**config.mk**
```make
export PLATFORM = sky130hd
export DESIGN_NAME = run_detect_ctrl
export DESIGN_NICKNAME = d
export VERILOG_FILES = /design/src/rtl/run_detect_pkg.sv /design/src/rtl/run_detect_ctrl_sat_counter.sv /design/src/rtl/run_detect_ctrl.sv
export SDC_FILE = /design/constraint.sdc
export NUM_CORES = 1
export LEC_CHECK = 0
export ABC_AREA = 1
export CORE_MARGIN = 2
export CORE_UTILIZATION = 45
export DETAILED_ROUTE_END_ITERATION = 10
export PLACE_DENSITY = 0.74
export SYNTH_ARGS = -nofsm -noshare
export SYNTH_HDL_FRONTEND = slang
export SYNTH_SLANG_ARGS = --single-unit
```
**constraint.sdc**
```tcl
create_clock -name clk -period 2.35 [get_ports clk]
set_input_delay 0.705 -clock clk [delete_from_list [all_inputs] [get_ports clk]]
set_output_delay 0.705 -clock clk [all_outputs]
set_load 0.005 [all_outputs]
```
**src/rtl/run_detect_pkg.sv**
```systemverilog
// Shared types and helpers for the run detector.
//   state_t   : control FSM encoding (IDLE, COUNT, INRUN)
//   run_cnt_w : width of a counter that must hold 0..run_len
package run_detect_pkg;

    typedef enum logic [1:0] {
        IDLE  = 2'd0,
        COUNT = 2'd1,
        INRUN = 2'd2
    } state_t;

    function automatic int unsigned run_cnt_w(input int unsigned run_len);
        return 32'($clog2(run_len + 32'd1));
    endfunction

endpackage

```
**src/rtl/run_detect_ctrl_sat_counter.sv**
```systemverilog
// Saturating up-counter with synchronous clear.
// Ports:
//   clk, rst : clock, synchronous active-high reset
//   clr      : synchronous clear (wins over inc)
//   inc      : increment request; ignored once cnt reaches MAX
//   cnt      : registered count value
module sat_counter #(
    parameter int unsigned W   = 8,
    parameter int unsigned MAX = 255
) (
    input  logic         clk,
    input  logic         rst,
    input  logic         clr,
    input  logic         inc,
    output logic [W-1:0] cnt
);

    always_ff @(posedge clk) begin
        if (rst || clr) begin
            cnt <= '0;
        end else if (inc && (cnt != W'(MAX))) begin
            cnt <= cnt + W'(1);
        end
    end

endmodule

```
**src/rtl/run_detect_ctrl.sv**
```systemverilog
// Run detector: captures a threshold from the sample stream on command, then
// counts runs of RUN_LEN or more consecutive valid samples strictly beyond it.
// Optional feature macro: RUN_DETECT_MAX_RUN_EN adds max_run (longest run seen).
// Ports:
//   clk, rst      : clock, synchronous active-high reset
//   strt_cap_cmp  : capture sig as threshold, clear counters, start comparing
//   stop          : return to IDLE, hold thr and n_runs
//   sig, sig_vld  : sample and its valid qualifier
//   thr           : captured threshold
//   n_runs        : saturating count of qualifying runs since capture
//   run_det       : one-cycle pulse when a run reaches RUN_LEN
//   in_run        : current run length is at least RUN_LEN
//   busy          : FSM not in IDLE
//   max_run       : (macro only) longest run since capture, in samples
module run_detect_ctrl
    import run_detect_pkg::*;
#(
    parameter int unsigned DATA_W  = 12,
    parameter int unsigned RUN_LEN = 4,
    parameter int unsigned CNT_W   = 8,
    parameter int unsigned ABOVE   = 1
) (
    input  logic              clk,
    input  logic              rst,
    input  logic              strt_cap_cmp,
    input  logic              stop,
    input  logic [DATA_W-1:0] sig,
    input  logic              sig_vld,
    output logic [DATA_W-1:0] thr,
    output logic [CNT_W-1:0]  n_runs,
    output logic              run_det,
    output logic              in_run,
    output logic              busy
`ifdef RUN_DETECT_MAX_RUN_EN
    ,
    output logic [15:0]       max_run
`endif
);

    localparam int unsigned RCW      = run_cnt_w(RUN_LEN);
    localparam int unsigned NRUN_MAX = (2 ** CNT_W) - 1;

    state_t           state;
    state_t           state_nxt;
    logic [RCW-1:0]   run_cnt;
    logic             qual;
    logic             thr_ld;
    logic             run_clr;
    logic             run_inc;
    logic             nrun_clr;
    logic             nrun_inc;
    logic             det_nxt;

    // Strict compare; equality never qualifies.
    assign qual = (ABOVE != 0) ? (sig > thr) : (sig < thr);

    // State, threshold and registered status outputs.
    always_ff @(posedge clk) begin
        if (rst) begin
            state   <= IDLE;
            thr     <= '0;
            run_det <= 1'b0;
            in_run  <= 1'b0;
            busy    <= 1'b0;
        end else begin
            state   <= state_nxt;
            if (thr_ld) begin
                thr <= sig;
            end
            run_det <= det_nxt;
            in_run  <= (state_nxt == INRUN);
            busy    <= (state_nxt != IDLE);
        end
    end

    // Next state and counter controls; capture beats stop.
    always_comb begin
        state_nxt = state;
        thr_ld    = 1'b0;
        run_clr   = 1'b0;
        run_inc   = 1'b0;
        nrun_clr  = 1'b0;
        nrun_inc  = 1'b0;
        det_nxt   = 1'b0;
        if (strt_cap_cmp) begin
            thr_ld    = 1'b1;
            run_clr   = 1'b1;
            nrun_clr  = 1'b1;
            state_nxt = COUNT;
        end else if (stop) begin
            run_clr   = 1'b1;
            state_nxt = IDLE;
        end else if (sig_vld) begin
            case (state)
                COUNT: begin
                    if (qual) begin
                        run_inc = 1'b1;
                        // This sample completes the run.
                        if (run_cnt == RCW'(RUN_LEN - 1)) begin
                            nrun_inc  = 1'b1;
                            det_nxt   = 1'b1;
                            state_nxt = INRUN;
                        end
                    end else begin
                        run_clr = 1'b1;
                    end
                end
                INRUN: begin
                    if (!qual) begin
                        run_clr   = 1'b1;
                        state_nxt = COUNT;
                    end
                end
                default: ;
            endcase
        end
    end

    sat_counter #(.W(RCW), .MAX(RUN_LEN)) u_run_cnt (
        .clk (clk),
        .rst (rst),
        .clr (run_clr),
        .inc (run_inc),
        .cnt (run_cnt)
    );

    sat_counter #(.W(CNT_W), .MAX(NRUN_MAX)) u_n_runs (
        .clk (clk),
        .rst (rst),
        .clr (nrun_clr),
        .inc (nrun_inc),
        .cnt (n_runs)
    );

`ifdef RUN_DETECT_MAX_RUN_EN
    logic [15:0] len_cnt;
    logic        len_inc;
    logic [15:0] len_nxt;

    // Full run length keeps counting past RUN_LEN, up to 0xFFFF.
    assign len_inc = (state != IDLE) && !strt_cap_cmp && !stop && sig_vld && qual;
    assign len_nxt = len_cnt + 16'd1;

    sat_counter #(.W(16), .MAX(16'hFFFF)) u_len_cnt (
        .clk (clk),
        .rst (rst),
        .clr (run_clr),
        .inc (len_inc),
        .cnt (len_cnt)
    );

    // Track the value the length counter takes this edge.
    always_ff @(posedge clk) begin
        if (rst || strt_cap_cmp) begin
            max_run <= '0;
        end else if (len_inc && (len_cnt != 16'hFFFF) && (len_nxt > max_run)) begin
            max_run <= len_nxt;
        end
    end
`endif

endmodule

```
==> flow_metrics.env, run 1 <==
export IMPL_status="finished, final reports clean"
export IMPL_seq_area_um2=561
export IMPL_yosysWarnings=0
export IMPL_rsz0062_at_grt="yes"
export IMPL_syn_area_per_cell_um2=7.64
export IMPL_nNetsFinal=294
export IMPL_fin_skew_ns=0.00506
export IMPL_ys_seq_area_frac=0.346
export IMPL_io_pin_count=40
export IMPL_syn2layout_area_growth_pct=32.2
export IMPL_die_height_um=64.0
export IMPL_die_area_mm2=0.00410
export IMPL_cts_setup_buffers=0
export IMPL_rows=21
export IMPL_syn_num_nets=247
export IMPL_globalRouteOverflowTotal=0
export IMPL_clockBufferDepth=2
export IMPL_cts_hold_buffers=0
export IMPL_grt_usage=0.178
export IMPL_drive_gt1_frac=0.0934
export IMPL_power_leakage_nw=0.995
export IMPL_fmax_mhz=450
export IMPL_max_cap_viol_count=0
export IMPL_htree_levels=1
export IMPL_synth_area_top_cells="dfxtp_1, ha_1, inv_1"
export IMPL_final_period_utilization=0.945
export IMPL_cts_buffers=3
export IMPL_antenna_found_initial=0
export IMPL_wirelength_met1_um=1750
export IMPL_drc_errors=0
export IMPL_initial_core_util=0.478
export IMPL_grt_pass1_wl_um=5810
export IMPL_io_buffer_count=39
export IMPL_fin_area_mm2=0.00214
export IMPL_fin_ws_ns=0.128
export IMPL_wl_um=3300
export IMPL_hp_class="reg -> reg"
export IMPL_worst_pin_slew_ns=0.312
export IMPL_synth_seq_cells=28
export IMPL_highest_layer="met4"
export IMPL_start_kind="primary input"
export IMPL_coreArea_mm2=0.00339
export IMPL_clk_latency_ns=0.34
export IMPL_crit_type="in -> reg"
export IMPL_cts_root_buf="clkbuf_4"
export IMPL_layout_min_cycle_time_ns=2.22
export IMPL_synth_cell_types=25
export IMPL_post_synth_top_area_fraction=0.346
export IMPL_multi_input_area_um2=907
export IMPL_critPathRequiredTime_ns=2.60
export IMPL_num_antenna_cells=0
export IMPL_wl_per_cell_um=10.9
export IMPL_post_place_ws_ns=-0.285
export IMPL_grt_max_degree=15
export IMPL_place_area_mm2=0.00210
export IMPL_cts_resized_gates=0
export IMPL_fp_dieW_um=64.0
export IMPL_layout_common_cells="inv_1, clkdlybuf4s50_1, nand2_1"
export IMPL_drt_pass1_iterations=4
export IMPL_detailed_place_hpwl_um=2570
export IMPL_syn_area_mm2=0.00162
export IMPL_irDropWorstVdd_v=0.000230
export IMPL_fillers=302
export IMPL_clock_sinks=28
export IMPL_place_gp_congestion=0.830
export IMPL_setup_viol=0
export IMPL_slew_headroom=0.792
export IMPL_met2_length_um=1370
export IMPL_worstPathMaxFanout=8
export IMPL_avgViaCountPerCell=4.75
export IMPL_hold_violations=0
export IMPL_power_density_mw_per_mm2=419
export IMPL_wl_met3_um=131
export IMPL_yosysTopAreaCell="dfxtp_1"
export IMPL_ant_nets=0
export IMPL_grt_pass1_vias=1355
export IMPL_vias=1439
export IMPL_critPathArrivalTime_ns=2.47
export IMPL_clk_pin_slew_ns=0.14
export IMPL_syn_inst=212
export IMPL_drt_iter0_markers=86
export IMPL_cts_tree="done"
export IMPL_drv_slew=0
export IMPL_end_kind="flip-flop"
export IMPL_tns_ns=0
==> cells by family (layout without fill, tap and decap cells) <==
| family | after synthesis | count (layout) | share of synthesized area |
|---|---|---|---|
| DFF | 28 | 28 | 0.346 |
| buffers and inverters | 44 | 89 | 0.103 |
| and+or+nand+nor | 71 | 71 | 0.236 |
| xor gates and xnor gates | 7 | 7 | 0.0378 |
| AOI/OAI and AO/OA | 44 | 44 | 0.137 |
| adders and majority gates | 18 | 18 | 0.139 |
==> through the flow <==
stage	cells	total power, W	hold WS (ns)	util
detailed placement	300	0.000703	0.467	0.620
global placement	300	0.000700	0.459	0.620
floorplan	212	0.000611	0.449	-
global route	303	0.000958	0.509	0.632
CTS	303	0.000908	0.487	0.627
finish	303	0.000898	0.482	0.632
==> report_power, final <==
group / switching [W] / internal [W]
combinational: 0.0000930 / 0.000102
sequential: 0.00000922 / 0.000492
clock: 0.000142 / 0.0000605
==> Yosys cell counts <==
cell type,instances
o21ai_1,2
nand3b_4,1
xor2_1,5
nand4_1,3
clkbuf_1,2
a21oi_1,25
nor2_8,1
inv_1,38
o21ai_0,16
buf_1,1
inv_4,1
xnor2_1,2
a21o_1,1
nor2_4,2
nand2_2,2
nor2_1,12
inv_2,2
nand3_1,8
nand2_1,37
nand2_4,1
nand3_4,2
nand4_2,1
nor4_1,1
ha_1,18
dfxtp_1,28
==> final cells by class <==
type	instances	share of cell area
well taps	46	0.0269
repair buffers	45	0.204
inverters	41	0.0730
flip-flops and latches	28	0.262
multi-input cells	140	0.423
clock buffers	3	0.0105
==> registers in the layout (all words and copies together) (netlist names) <==
name	cells
in_run	1
u_run_cnt.cnt	3
thr	12
run_det	1
state	2
u_n_runs.cnt	8
busy	1
==> per-layer routing <==
metal,vias to the layer above,global-route usage
met5,-,0
met4,0,0.0707
met3,5,0.0317
li1,770,-
met1,633,0.243
met2,31,0.277
==> worst paths after layout <==
path,from,to,slack [ns],cells after the start
worst max-delay path,sig[9],u_n_runs.cnt[2],0.13,15
worst min-delay path,thr[7],thr[7],0.48,2
worst max register to register,thr[11],u_n_runs.cnt[2],0.49,15
worst min register to register,thr[7],thr[7],0.48,2
==> worst max-delay path, stage by stage <==
cell and delay [ns]:
clkdlybuf4s50_1 0.42, ha_1 0.31, nand2_1 0.07, inv_2 0.05, nand2_2 0.07, nor2_4 0.12, nand2_2 0.07, nand3_4 0.08
nand3_4 0.09, inv_4 0.09, nand2_4 0.07, nor2_8 0.13, nand3_1 0.08, nand2_1 0.07, nor2_1 0.03
Power figures use the tool's default switching activity.
==> inputs of run 2 (changes only) <==
- HOLD_SLACK_MARGIN: default -> 0.1
==> results of run 2 <==
The final DEF is identical to that of run 1; final timing and power are the same.
==> RTL change 1 (config.mk and constraints of run 2) <==
Build with the macro `RUN_DETECT_MAX_RUN_EN` defined.
--- a/src/rtl/run_detect_ctrl.sv
+++ b/src/rtl/run_detect_ctrl.sv
@@ -13,4 +13,6 @@
 //   busy          : FSM not in IDLE
 //   max_run       : (macro only) longest run since capture, in samples
+`define RUN_DETECT_MAX_RUN_EN
+
 module run_detect_ctrl
     import run_detect_pkg::*;
Formal check against the unedited RTL (old outputs only; new: max_run): equivalent (Yosys induction, for registers that start in step).
==> RTL change 1 against run 2 <==
The flow now finishes with violations (setup timing); combinational power grew 53%; cell count up 140%; wire length grew to 2.9 times the old value; power rose to 2.8 times the old value; cell area rose by 140%; via count rose to 2.5 times the old value; clock power rose to 5.6 times the old value; hold slack got worse by 0.0054 ns; sequential cell count is 32 higher; area after synthesis is 120% higher; synthesized cell count is 140% higher; worst setup slack lost 0.69 ns; global-route usage grew 3.9 points; critical endpoint is now max_run[8]$_SDFFE_PP0P_; largest cell class unchanged; largest power group is now clock.
==> RTL change 1: results (changes against run 2) <==
status:
  status: "complete, but fails checks"
  violations: "setup timing"
worst_setup_path:
  crit_path_max_fanout: 7  # -1
  cpMaxStageDelayCell: "dfxtp_4"
cells_and_area:
  clock_buffers: 13  # +10
  ff_latch_area_um2: 1210  # +120%
  drive_above_1_share_pct: 23.4  # +14 points
  top_regs: "max_run x16, u_len_cnt.cnt x16, thr x12"
  fillers: 609  # +100%
  inverters: 91  # +120%
timing:
  setup_ws_ns: -0.564  # -0.693 ns
  tns_ns: -8.63  # -8.63 ns
  hold_ws_ns: 0.477  # -0.00540 ns
  setup_violations: 16  # +16
  layout_min_cycle_time_ns: 2.91  # +0.693 ns
routing:
  wl_met1_mm: 4.20  # +140%
  drtIter0Drc: 120  # +40%
  met3_length_um: 360  # +170%
clock_network:
  htreeDepth: 3  # +2
  cts_setup_buffers: 8  # +8
  cts_buffers: 9  # +6
grt:
  grt_pass1_wl_mm: 15.1  # +160%
  met3_usage_pct: 4.88  # +1.7 points
place:
  place_congestion: 0.931  # +12%
power_and_ir_drop:
  p_seq_w: 0.00105  # +110%
  power.combinational.total_w: 0.000298  # +53%
  p_leak_nw: 2.31  # +130%
  powerDensity_nw_per_um2: 475  # +13%
  p_int_w: 0.00190  # +190%
synthesis:
  synth.area.top_cells: "dfxtp_1 34%, ha_1 13%, nand2_1 11%"
  synth_cells: 502  # +140%
==> RTL change 1: changes by cell type after synthesis, moves of 10 or more <==
| cell | delta |
|---|---|
| nor2_1 | +44 |
| inv_1 | +49 |
| o21ai_0 | +12 |
| ha_1 | +18 |
| a21oi_1 | +24 |
| dfxtp_1 | +32 |
| nand3_1 | +10 |
| nand2_1 | +66 |
==> RTL change 1: final timing paths <==
kind | startpoint | cells past startpoint | end
worst min register to register | thr[3]$_SDFFE_PP0P_ | 2 | thr[3]$_SDFFE_PP0P_
worst max register to register | u_len_cnt.cnt[1]$_SDFFE_PP0P_ | 19 | max_run[8]$_SDFFE_PP0P_
worst min-delay path | thr[3]$_SDFFE_PP0P_ | 2 | thr[3]$_SDFFE_PP0P_
worst max-delay path | u_len_cnt.cnt[1]$_SDFFE_PP0P_ | 19 | max_run[8]$_SDFFE_PP0P_
==> RTL change 2 (flow settings as in run 2) <==
Without the edit above. The output `run_det` loses its register stage (`run_det` becomes a continuous assignment). Comments in the files are not updated.
--- a/src/rtl/run_detect_ctrl.sv
+++ b/src/rtl/run_detect_ctrl.sv
@@ -60,5 +60,4 @@
             state   <= IDLE;
             thr     <= '0;
-            run_det <= 1'b0;
             in_run  <= 1'b0;
             busy    <= 1'b0;
@@ -68,9 +67,10 @@
                 thr <= sig;
             end
-            run_det <= det_nxt;
             in_run  <= (state_nxt == INRUN);
             busy    <= (state_nxt != IDLE);
         end
     end
+
+    assign run_det = det_nxt;
 
     // Next state and counter controls; capture beats stop.
Behaviour: not the same (a bounded check fails within 10 cycles, from zero or initial values and one cycle with rst high).
==> RTL change 2 against run 2 <==
The run now ends with setup timing left; worst setup slack worse by 0.31 ns; die area down 1.4%; cell area up 10%; sequential power down 3%; via count up 6.0%; combinational power up 33%; sequential cell count down 1; wire length up 11%; fmax down 12%; area after synthesis down 1.5%; power up 5.9%; clock power up 3%; core utilization up 6.9 points; first-iteration DRC count down 64%; largest power group unchanged; highest routed layer unchanged.
==> RTL change 2: results (changes against run 2) <==
place:
  placed_area_um2: 2150  # +2.4%
  dp_hpwl_mm: 2.59  # +0.64%
  dp_slack_ns: -1.04  # -0.753 ns
  place_congestion: 0.767  # -7.6%
routing:
  met2WireLength_mm: 1.91  # +40%
  met3_length_um: 129  # -1.5%
  drtIter0Drc: 31  # -64%
  vias: 1526  # +6.0%
  wire_per_inst_um: 11.6  # +6.8%
  wl_met1_mm: 1.58  # -9.9%
worst_setup_path:
  critPathMaxStageDelay_ns: 0.26  # -0.16 ns
  crit_arrival_ns: 1.82  # -0.65 ns
  crit_path_max_fanout: 2  # -6
  cpMaxStageDelayCell: "ha_4"
status:
  violations: "setup timing"
  status: "complete, but fails checks"
timing:
  tns_ns: -0.178  # -0.178 ns
  setup_ws_ns: -0.178  # -0.307 ns
  setup_violations: 1  # +1
  max_slew_margin_pct: 77.4  # -1.7 points
  final.setup_skew_ns: 0.00453  # -0.000528 ns
grt:
  grt_pass1_wl_mm: 6.57  # +13%
  grt_max_degree: 24  # +9
  grt_pass1_vias: 1555  # +15%
  grt_use_total_pct: 20.4  # +2.6 points
synthesis:
  synthTopCellsByCount: "37 x nand2_1, 34 x inv_1, 27 x dfxtp_1"
  synth_cell_types: 29  # +16%
  yosysSeqAreaShare_pct: 33.9  # -0.74 points
  syn-num-nets: 245  # -0.81%
  synth.area.top_cells: "dfxtp_1 34%, ha_1 14%, nand2_1 8.7%"
  avgSynthCellArea_um2: 7.60  # -0.53%
  async_reset_ff_share_pct: 0  # unchanged
cells_and_area:
  num-nets-final: 305  # +3.7%
  instances_no_fill: 315  # +4.0%
  fillers: 295  # -2.3%
power_and_ir_drop:
  p_leak_nw: 1.03  # +4.0%
  irDropWorstVdd_mv: 0.314  # +37%
  power.switching_w: 0.000270  # +11%
## RTL change 2: changes by cell type in the layout (fill, tap and decap cells not counted), sizes merged, moves of 2 or more
cell | before | now
clkdlybuf4s50 | 38 | 26
clkbuf | 3 | 5
nor2 | 15 | 17
a21oi | 25 | 23
buf | 6 | 31
## RTL change 2: stage by stage
step | power, W | utilization (%)
after floorplan | 0.000595 | -
after global placement | 0.000696 | 64.0
after detailed placement | 0.000700 | 64.0
after CTS | 0.000930 | 68.2
after global routing | 0.00101 | 70.1
final | 0.000951 | 70.1
## RTL change 2: final timing paths
path,depth (start not counted),end,start,slack (ns)
worst max-delay path,11,run_det,sig[9],-0.18
worst min-delay path,2,u_run_cnt.cnt[2]$_SDFFE_PP0P_,u_run_cnt.cnt[2]$_SDFFE_PP0P_,0.49
worst min register to register,2,u_run_cnt.cnt[2]$_SDFFE_PP0P_,u_run_cnt.cnt[2]$_SDFFE_PP0P_,0.49
worst max register to register,14,busy$_SDFF_PP0_,thr[3]$_SDFFE_PP0P_,0.39
## RTL change 2: cell type report
| class | instances | area [µm²] | share of cell area (%) |
|---|---|---|---|
| Clock buffer | 4 | 26.3 | 1.11 |
| Inverter | 41 | 159 | 6.74 |
| Multi-Input combinational cell | 139 | 1040 | 44.1 |
| Sequential cell | 27 | 547 | 23.2 |
| Tap cell | 46 | 57.6 | 2.44 |
| Timing Repair Buffer | 58 | 528 | 22.4 |
## RTL change 2: kinds of logic (layout without fill, tap and decap cells)
logic type | after synthesis | after routing | share of synthesized area [%]
AND/OR/NAND/NOR | 73 | 73 | 24.6
flip-flops | 27 | 27 | 33.9
XOR/XNOR | 6 | 6 | 3.29
buffers and inverters | 44 | 103 | 10.7
adder cells (fa/ha/maj) | 18 | 18 | 14.1
AO/OA/AOI/OAI | 42 | 42 | 13.5
## RTL change 2: timing repair
item                                    in CTS  in global routing
buffers inserted                             1                  2
endpoints found under the setup margin       1                  1
pin swaps                                   20                 11
gates resized for setup                     69                 19
## RTL change 2: power by group through the flow
stage | sequential [W] | clock [W] | combinational, W
after global placement | 0.000493 | 0 | 0.000203
after detailed placement | 0.000493 | 0 | 0.000207
after global routing | 0.000487 | 0.000232 | 0.000289
after CTS | 0.000483 | 0.000212 | 0.000235
after floorplan | 0.000494 | 0 | 0.000101
final | 0.000484 | 0.000208 | 0.000259
## RTL change 2: tightest hold or removal path, cell delays in order (launching register included)
cell,delay (ns)
dfxtp_1,0.35
nand2_1,0.06
a21oi_1,0.05
## RTL change 2: layer usage
metal | track usage, % | up-vias
met4 | 7.34 | 0
met2 | 37.2 | 28
li1 | - | 785
met5 | 0 | -
met3 | 2.14 | 5
met1 | 24.5 | 708
